**config.mk**
```make
export PLATFORM = sky130hd
export DESIGN_NAME = gated_d_register
export DESIGN_NICKNAME = d
export VERILOG_FILES = /design/src/rtl/gated_d_register.sv
export SDC_FILE = /design/constraint.sdc
export NUM_CORES = 1
export LEC_CHECK = 0
export CORE_MARGIN = 4
export CORE_UTILIZATION = 40
export DETAILED_ROUTE_END_ITERATION = 16
export PLACE_DENSITY = 0.76
export SETUP_SLACK_MARGIN = 0.1
export SYNTH_ARGS = -nofsm -noshare
export SYNTH_HDL_FRONTEND = slang
export SYNTH_SLANG_ARGS = --single-unit
```
**constraint.sdc**
```tcl
create_clock -name clock -period 1.6 [get_ports clock]
set_input_delay 0.32 -clock clock [delete_from_list [all_inputs] [get_ports clock]]
set_output_delay 0.32 -clock clock [all_outputs]
set_load 0.05 [all_outputs]
```
**src/rtl/gated_d_register.sv**
```systemverilog
// -----------------------------------------------------------------------------
// gated_d_register
//
// Load-enabled D register with two diagnostic outputs. On each rising edge of
// `clock` the register either resets, loads `new_D` (when `en` is high) or
// holds. It is the basic storage element for datapaths; with the default
// WIDTH=1 it behaves as a single enabled D flip-flop.
//
// Parameters:
//   WIDTH        data width of new_D and Q
//   RESET_VALUE  value Q takes on reset
//   COUNT_WIDTH  width of the saturating load counter
//
// Ports:
//   clock       in   1            system clock, rising edge active
//   reset       in   1            synchronous, active-high reset (beats en)
//   en          in   1            load enable, sampled at the rising edge
//   new_D       in   WIDTH        data captured when en is high
//   Q           out  WIDTH        registered data
//   q_changed   out  1            one-cycle pulse: the last edge's load
//                                 changed Q
//   load_count  out  COUNT_WIDTH  enabled loads since reset, saturating
//
// Handshake: there is none. `en` acts as a valid with no back-pressure; every
// edge with en=1 (and reset=0) is one accepted load.
//
// Every output comes straight from a flop, so nothing on new_D or en reaches an
// output without a clock edge in between.
// -----------------------------------------------------------------------------
module gated_d_register #(
   parameter int               WIDTH       = 1,
   parameter logic [WIDTH-1:0] RESET_VALUE = '0,
   parameter int               COUNT_WIDTH = 8
) (
   input  logic                   clock,
   input  logic                   reset,
   input  logic                   en,
   input  logic [WIDTH-1:0]       new_D,
   output logic [WIDTH-1:0]       Q,
   output logic                   q_changed,
   output logic [COUNT_WIDTH-1:0] load_count
);

   localparam logic [COUNT_WIDTH-1:0] COUNT_MAX = '1;
   localparam logic [COUNT_WIDTH-1:0] COUNT_ONE = COUNT_WIDTH'(1);

   // Comparing against the current Q (not the previous new_D) makes a load of
   // an unchanged value count as a load while leaving q_changed low.
   logic load_differs;
   assign load_differs = (new_D != Q);

   always_ff @(posedge clock) begin
      if (reset) begin
         Q          <= RESET_VALUE;
         q_changed  <= 1'b0;
         load_count <= '0;
      end else if (en) begin
         Q         <= new_D;
         q_changed <= load_differs;
         // Stick at all-ones until the next reset.
         if (load_count != COUNT_MAX) begin
            load_count <= load_count + COUNT_ONE;
         end
      end else begin
         q_changed <= 1'b0;
      end
   end

endmodule

```
After elaboration in Yosys (flattened, before gate mapping)
Index checks and enable logic that the tools add are counted.
{"block": "totals", "reg_bits": 10, "inputBits": 4, "output_inout_bits": 10, "word_cells": 9}
{"block": "classes", "n_addsub": 1, "n_eq_ne": 2, "bitwise": 1, "n_reduce_logical": 2}
{"operator": "$add 8x1->8 const B", "count": 1}
{"operator": "$ne 8x8->1 const B", "count": 1}
{"operator": "$reduce_and 2->1", "count": 1}
{"operator": "$reduce_or 2->1", "count": 1}
{"operator": "$ne 1x1->1", "count": 1}
{"operator": "$not 1->1", "count": 1}

Depth between registers and ports, before layout
{"block": "depth", "ltp_word": 2, "mapped_depth": 4, "ltp_nobuf": 4}

Least setup slack after synthesis
OpenSTA, ideal clock, no wires.
{"block": "synth_path", "path_type": "reg-to-reg", "start": "register load_count[0]", "end": "register load_count[5]", "setup_ns": 0.121, "arrival_ns": 1.614, "required_time_ns": 1.479, "path_slack_ns": -0.135, "stages_incl_launch_ff": 5, "n_path_buf": 0, "period_less_slack_ns": 1.735, "path_cell_list": "dfxtp_1 -> ha_1 -> and3_2 -> a211oi_2 -> mux2_4"}
{"block": "synth_via", "elab_chain_len": 2, "word_cells_on_any_way": 3, "classes_between": "add/sub (1); eq/ne (1); reduce/logical (1)"}
{"item": "start: declaration", "line": "41", "rtl": "output logic [COUNT_WIDTH-1:0] load_count"}
{"item": "start signal: assignment", "line": "62", "rtl": "load_count <= load_count + COUNT_ONE;"}
{"item": "parallel branches: the longest is 2 deep, another holds $add 8x1->8"}
Several ways; the timed one is not identified.
A chain may end at the register's enable or synchronous reset.

Final worst setup path
Ends and elaborated chain as after synthesis.

==> run summary <==
Fin. Hold Viols: 0
top post-synthesis cells by area: dfxtp_1 (37%), mux2_4 (8.4%), nor2b_1 (4.7%)
Final min period: 1.45 ns
DP Area: 709 um2
post_cts resized: 0
P_leak: 0.305 nW
# nets final: 78
CTS tree: done
Startpoint Class: flop
Avg WL per Cell: 12.8 um
Clk pwr share: 33.5%
synthesis-to-finish area growth: 39.8%
Critical Path Source: load_count[0]
crit share post-route: 90.9%
Yosys top cell by area: dfxtp_1
Starting Density: 45.0%
syn_nets: 59
Hold Path Origin: load_count[1]
antenna violations before repair: 0
Final ANT Viol Nets: 0
pin count of the biggest net entering global routing: 14
Port Buf Inserts: 13
gr usage total: 12.5%
CP endpoint kind: flop
Sw Share: 26.7%
cts-stage hold buffer count: 0
final antenna diode count: 0
FF+latch count, synth: 10
RSZ-0062 raised after global routing: no
Initial DRT Pass Iterations: 4
Int Pwr: 0.000392 W
H-tree lvl count: 1
R2R Path Start: load_count[0]
Unique masters post-synth: 28
vias in the first global route: 419
first-pass GRT wire length: 1830 um
clk root buf: clkbuf_4
# Max-Cap Violations: 0
die width: 44.5 um
Sink Count: 10
CTS max path bufs: 2
Non-Filler Instances: 86
synth warn: 0
dpl cells: 82
Num CTS Buffers: 3
Residual DRC: 0
min-delay worst type: flop to flop
Worst EP arrival: 1.60 ns
Post-DP HPWL: 822 um
Syn Std Cell Area: 534 um2
gpl congestion: 0.776
# IOs: 14
layout cell share with drive strength beyond 1: 47.2%
Net Sw Power: 0.000143 W
Slew @ Worst Pin: 0.408 ns
Remaining Overflow, GRT: 0
Die ar.: 0.00198 mm2
top-area cell type share of the netlist area: 37.5%
endpoints failing setup: 0
Seq/Total Area, Yosys: 37.5%
Vias/cell: 5.50
DR vias: 473
Worst IR Drop VDD: 0.557 mV
Pwr per Cell Area: 717 mW/mm2
area of the core: 0.00119 mm2
Max Clock Freq: 688 MHz
latest clock arrival within the worst-skew pair: 0.26 ns
synthesized instance count: 54
Rel. slew slack: 72.7%
CTS clock-pin slew for the worst setup and hold paths: 0.07 ns
share of total power in combinational logic: 16.6%
Syn Area/Cell: 9.89 um2
crit path max fanout: 6
number of post-CTS setup repair buffers: 0
status: finished clean
Slew Viols, Final: 0
post-route cell area: 747 um2
site row count: 12
final wirelength: 1110 um
DRT iter0 DRCs: 4
Worst EP required: 1.75 ns
Max Clock Skew: 0.00628 ns
Die Y: 44.5 um
class of the most critical setup path: flop to flop
Reg power frac: 49.9%
[cell families (layout without fill, tap and decap cells)]
group	Yosys count	count (layout)	synth area share, %
adders and majority gates	1	1	2.34
and+or+nand+nor	22	22	25.8
xor gates and xnor gates	1	1	1.64
buffers and inverters	3	21	3.75
AOI/OAI and AO/OA	12	12	16.9
muxes	5	5	12.2
DFF	10	10	37.5
[registers in the layout (all words and copies together), names as in the netlist]
signal and flops:
load_count 8, Q 1, q_changed 1
[per-stage QoR]
step / setup slack, ns / power (W) / utilization, % / setup TNS, ns / hold slack (ns)
after global placement: -0.0373 / 0.000360 / 59.8 / -0.0440 / 0.505
after floorplan: 0.120 / 0.000326 / - / 0 / 0.467
after global routing: 0.113 / 0.000565 / 63.0 / 0 / 0.544
after CTS: 0.123 / 0.000546 / 62.0 / 0 / 0.519
final: 0.146 / 0.000536 / 63.0 / 0 / 0.515
after detailed placement: -0.0766 / 0.000362 / 59.8 / -0.117 / 0.507
[synthesized netlist by cell type, drive strengths merged]
master   n
nand2    2
a211oi   2
xnor2    1
a311oi   2
and3     3
mux2i    2
and4     2
nand2b   2
a21oi    5
nor3b    1
or2b     1
ha       1
a21boi   2
mux2     3
nand4    2
dfxtp   10
o21ai    1
or3      1
clkbuf   2
buf      1
nor2     4
nor2b    4
[placed cells by master (no fill, tap or decap), types with 2 or more instances in the layout]
cell type | netlist | routed
a21oi_1 | 4 | 4
a311oi_1 | 2 | 2
and3_1 | 2 | 2
and4_1 | 2 | 2
buf_12 | 0 | 2
buf_4 | 0 | 12
clkbuf_4 | 0 | 3
clkdlybuf4s50_1 | 0 | 3
dfxtp_1 | 10 | 2
dfxtp_2 | 0 | 6
dfxtp_4 | 0 | 2
mux2_4 | 3 | 3
mux2i_1 | 2 | 2
nand2_1 | 2 | 2
nand2b_1 | 2 | 2
nor2_1 | 4 | 4
nor2b_1 | 4 | 4
[routing by layer]
| metal | vias up | share of wire [%] | global-route usage (%) | wire length [um] |
|---|---|---|---|---|
| li1 | 236 | - | - | - |
| met1 | 220 | 43 | 14.9 | 476 |
| met2 | 15 | 48 | 19.5 | 527 |
| met3 | 2 | 8.3 | 6.10 | 92 |
| met4 | 0 | 0.72 | 3.61 | 8 |
| met5 | - | 0 | 0 | 0 |
[critical path, stage by stage, from the launching register on]
cell and delay [ns]:
dfxtp_4 0.36, ha_2 0.21, and3_4 0.21, a211oi_4 0.24
mux2_4 0.31
[path summary, 6_finish.rpt]
| path | endpoint | cells past startpoint | slack, ns |
|---|---|---|---|
| max | load_count[5] | 4 | 0.15 |
| min | load_count[1] | 2 | 0.52 |
| max reg2reg | load_count[5] | 4 | 0.15 |
| min reg2reg | load_count[1] | 2 | 0.52 |
[cell type report]
class                   instances  area, um2
well taps                      14       17.5
repair buffers                 17        160
fillers                       111        439
clock buffers                   4       26.3
multi-input cells              41        328
flip-flops and latches         10        215
[power by group through the flow]
stage | Combinational (W) | Sequential (W) | Clock [W]
detailed placement | 0.0000889 | 0.000273 | 0
global placement | 0.0000872 | 0.000273 | 0
finish | 0.0000887 | 0.000268 | 0.000179
floorplan | 0.0000276 | 0.000299 | 0
global route | 0.0000951 | 0.000269 | 0.000200
CTS | 0.0000895 | 0.000268 | 0.000189
Note: power is estimated with default switching activity, not from simulation.
==> patch 1 (config.mk and constraints unchanged) <==
Reset style: asynchronous (`reset`), changed in one clocked block. Comments in the files are not updated.
--- a/src/rtl/gated_d_register.sv
+++ b/src/rtl/gated_d_register.sv
@@ -51,3 +51,3 @@
 
-   always_ff @(posedge clock) begin
+   always_ff @(posedge clock or posedge reset) begin
       if (reset) begin
Formal check against the unedited RTL: differs if reset is asserted again (counterexample within 4 cycles, from zero or initial values and one cycle with reset high); with reset held inactive, the same outputs for 10 cycles.
==> patch 1 against the original RTL <==
First-iteration DRC count rose to 3.0 times the old value. Sequential cell count did not move. Routed wire length fell by 6.1%. Area after synthesis fell by 9.1%. Design area rose by 6.9%. Clock skew fell by 0.0022 ns. Count of clock-buffer cells in the layout did not move. Sequential share of layout area rose by 3.8 points. Die area fell by 7.5%. Fmax rose by 5.2%. Setup slack improved by 0.071 ns. Critical path depth did not move.
Power is not compared: it rests on default switching activity, and its combinational part moved more than twofold at a synthesized area within 25%.
==> patch 1: results (changes against the original RTL) <==
run_status:
  status: "complete, no violations"
logic_synthesis:
  synth_flop_cell: "dfrtp_1"
  synth.top_cells.by_count: "dfrtp_1 (10), mux2_1 (4), nand2_1 (3), nand4_1 (3)"
  synth_cell_type_count: 20  # -29%
  async_flop_share_pct: 100  # +100 points
  synth_area_per_cell_um2: 11.6  # +17%
  synthTopCellsByArea: "dfrtp_1 (52%), mux2_1 (9.3%), nand4_1 (3.9%)"
  ys_seq_area_share_pct: 51.5  # +14 points
  synthesis.nets: 47  # -20%
setup_path:
  slowest_delay_ns: 0.44  # +0.08 ns
  timing.rr.end: "load_count[1]"
  reg2reg_slack_ns: 0.22  # +0.07 ns
  cp_slowest_cell: "dfrtp_2"
  crit_start: "load_count[0]"
  ff2ff_path_depth: 4  # unchanged
  cp_max_fo: 6  # unchanged
  arrival_ns: 1.53  # -0.07 ns
  critical_path.top_delay_family: "flip-flops"
global_routing:
  grt_pass1_wl_mm: 1.77  # -3.4%
  grt.total_usage_pct: 13.4  # +0.92 points
  grt_max_degree: 11  # -3
  antenna_found_initial: 0  # unchanged
  grt_pass1_vias: 381  # -9.1%
layout:
  diodes: 0  # unchanged
  reg_top3: "load_count (8), Q (1), q_changed (1)"
  final_layout_size_suffix_gt1_share_pct: 45.9  # -1.3 points
  fillers: 82  # -26%
  final_cells: 75  # -13%
  fin_nets: 67  # -14%
route:
  via_count: 402  # -15%
  drt-total-wl_mm: 1.04  # -6.1%
  drtIter0Drc: 12  # +8
sta:
  relSlewSlack_pct: 75.5  # +2.7 points
  clock_skew_ns: 0.00406  # -0.00223 ns
  hold_ws_ns: 0.325  # -0.190 ns
run:
  drv_cap: 0  # unchanged
power_and_ir_drop:
  p_per_area_nw_per_um2: 2150
placed_design:
  gp_congestion: 0.786  # +1.2%
  dp.cells: 71  # -13%
  hpwl_um: 776  # -5.7%
min_path:
  worstHoldPathType: "input pin to asynchronous set/reset pin"
==> patch 1: changes by cell type after synthesis, moves of 3 or more <==
cell     change
mux2_4       -3
a21oi_1      -3
dfrtp_1     +10
nor2b_1      -4
dfxtp_1     -10
mux2_1       +4
==> patch 1: worst min path at each step <==
stage	cells after the start	end	startpoint
floorplan	1	Q	reset
global placement	1	load_count[5]	load_count[5]
detailed placement	1	load_count[5]	load_count[5]
CTS	2	load_count[5]	reset
global route	2	load_count[5]	reset
finish	2	load_count[5]	reset
==> patch 1: kinds of logic (layout without fill, tap and decap cells) <==
family	Yosys count	in the layout	share of synthesized area, %
muxes	4	4	9.28
xor gates and xnor gates	4	4	7.22
buffers and inverters	2	21	1.55
adders and majority gates	1	1	2.58
and+or+nand+nor	14	14	16.8
AOI/OAI and AO/OA	7	7	11.1
DFF	10	10	51.5
==> patch 1: per-stage QoR <==
step                setup slack [ns]  cell area (um^2)  power, mW  util, %
floorplan                      0.130               512      0.999        -
global placement            -0.00635               762       1.48     67.7
detailed placement           -0.0499               762       1.50     67.7
CTS                            0.203               798       1.73     70.9
global route                   0.141               798       1.80     70.9
finish                         0.217               798       1.72     70.9
==> patch 1: per-layer routing <==
metal	track usage, %	vias up	wire [um]
met2	19.2	20	484
li1	-	194	-
met1	15.4	182	434
met3	5.08	6	71
met5	0	-	0
met4	11.2	0	47
==> patch 1: power breakdown <==
| group | switching, mW | internal (mW) | leakage [nW] |
|---|---|---|---|
| registers | 0.196 | 0.363 | 0.114 |
| logic | 0.464 | 0.468 | 0.193 |
| clock network | 0.0873 | 0.138 | 0.0210 |
==> patch 1: final cells by class <==
type	instances	share of cell area, %
sequential	10	32.6
multi-input combinational	30	30.6
timing repair buffer	15	29.2
clock buffer	4	4.55
tap	14	2.19
inverter	2	0.940
==> patch 2 (same flow settings) <==
Without the edit above. The parameter `COUNT_WIDTH` goes from 8 to 10.
--- a/src/rtl/gated_d_register.sv
+++ b/src/rtl/gated_d_register.sv
@@ -32,3 +32,3 @@
    parameter logic [WIDTH-1:0] RESET_VALUE = '0,
-   parameter int               COUNT_WIDTH = 8
+   parameter int               COUNT_WIDTH = 10
 ) (
Interface: changed (resized load_count); port bits go from 14 to 16. No check against the original RTL was run, so the function may have changed too.
==> patch 2 against the original RTL <==
First-iteration DRC count increased to 4.3 times the old value. Area after synthesis increased by 21%. Design area increased by 26%. Sequential cell count increased by 2. Cell count increased by 31%. Total power increased by 24%. Highest routed layer unchanged. Setup slack got worse by 0.043 ns. Routed wire length increased by 41%. Clock power increased by 38%. Critical path depth increased by 1. Die area increased by 17%.
==> patch 2: results (changes against the original RTL) <==
placed_design:
  dp_worst_setup_slack_ns: -0.236  # -0.159 ns
  hpwl_mm: 1.08  # +31%
  port_buffers: 15  # +2
  gp_congestion: 0.857  # +10%
  dpl_cell_area_um2: 880  # +24%
global_routing:
  grt_pass1_vias: 563  # +34%
  grt_pass1_wl_mm: 2.39  # +31%
  grt_max_degree: 8  # -6
  grt.total_usage_pct: 15.1  # +2.7 points
logic_synthesis:
  synthXorXnorAreaFrac_pct: 1.35  # -0.29 points
  syn-instance-count: 74  # +37%
  synth_cell_type_count: 33  # +18%
  ys_seq_area_share_pct: 37.1  # -0.41 points
  synthTopCellsByArea: "dfxtp_1 (37%), nand2_1 (5.2%), a31oi_1 (4.8%)"
  synth.top_cells.by_count: "dfxtp_1 (12), nand2_1 (9), a31oi_1 (5)"
  synthesis.nets: 79  # +34%
clocking:
  cts_made_buffers: 3  # unchanged
  clkLatencyLatePin_ns: 0.29  # +0.03 ns
run_status:
  status: "complete, no violations"
setup_path:
  timing.rr.end: "load_count[7]"
  rr_startpoint: "load_count[9]"
  ff2ff_path_depth: 3  # -1
  crit_start: "en"
  cp_slowest_cell: "clkdlybuf4s50_1"
  endpoint: "load_count[4]"
  cp_max_fo: 6  # unchanged
  arrival_ns: 1.68  # +0.08 ns
  slowest_delay_ns: 0.49  # +0.13 ns
  reg2reg_slack_ns: 0.10  # -0.04 ns
layout:
  fin_nets: 103  # +32%
  diodes: 0  # unchanged
  reg_top3: "load_count (10), Q (1), q_changed (1)"
  final_layout_size_suffix_gt1_share_pct: 45.4  # -1.9 points
route:
  drt-total-wl_mm: 1.56  # +41%
  via_count: 658  # +39%
  wl_per_cell_um: 13.8  # +7.5%
sta:
  fin_crit_sh_pct: 93.6  # +2.7 points
  clock_skew_ns: 0.0123  # +0.00602 ns
  relSlewSlack_pct: 80.1  # +7.4 points
power_and_ir_drop:
  ir_worst_vdd_mv: 0.640  # +15%
patch 2: timing repair:
action	in CTS	in global routing
cloned	0	0
pin swaps	2	0
setup buffers	2	0
setup endpoints to repair	2	2
resized for setup	0	3
patch 2: cell type report:
class | count | area (um^2)
clock buffer | 4 | 36.3
tap | 16 | 20.0
fill | 131 | 583
multi-input combinational | 53 | 374
inverter | 4 | 15.0
sequential | 12 | 258
timing repair buffer | 24 | 238
patch 2: how the worst min path moves through the flow:
| stage | to | slack [ns] | cells after the start |
|---|---|---|---|
| floorplan | Q | 0.47 | 2 |
| global placement | load_count[5] | 0.48 | 2 |
| detailed placement | load_count[5] | 0.48 | 2 |
| CTS | load_count[5] | 0.49 | 2 |
| global route | load_count[5] | 0.52 | 2 |
| finish | load_count[5] | 0.50 | 2 |
patch 2: where the power goes:
| group | internal, mW | switching, mW |
|---|---|---|
| Sequential | 0.306 | 0.00920 |
| Combinational | 0.0470 | 0.0566 |
| Clock | 0.139 | 0.108 |
| Total | 0.492 | 0.174 |
patch 2: critical path, delay by kind of cell:
family	cells	cell delay, ns
simple gates	1	0.05
buf+inv	2	0.64
compound gates	1	0.28
mux	1	0.38
patch 2: routing by layer:
layer	up-vias	GRT usage, %	wire, um
met3	3	4.43	124
met2	31	22.9	731
met1	309	18.9	682
li1	315	-	-
met4	0	8.60	23
met5	-	0	0
patch 2: cell families after synthesis:
family,after synthesis
muxes,5
AOI/OAI and AO/OA,14
and+or+nand+nor,32
DFF,12
adders and majority gates,1
xor gates and xnor gates,1
buffers and inverters,9
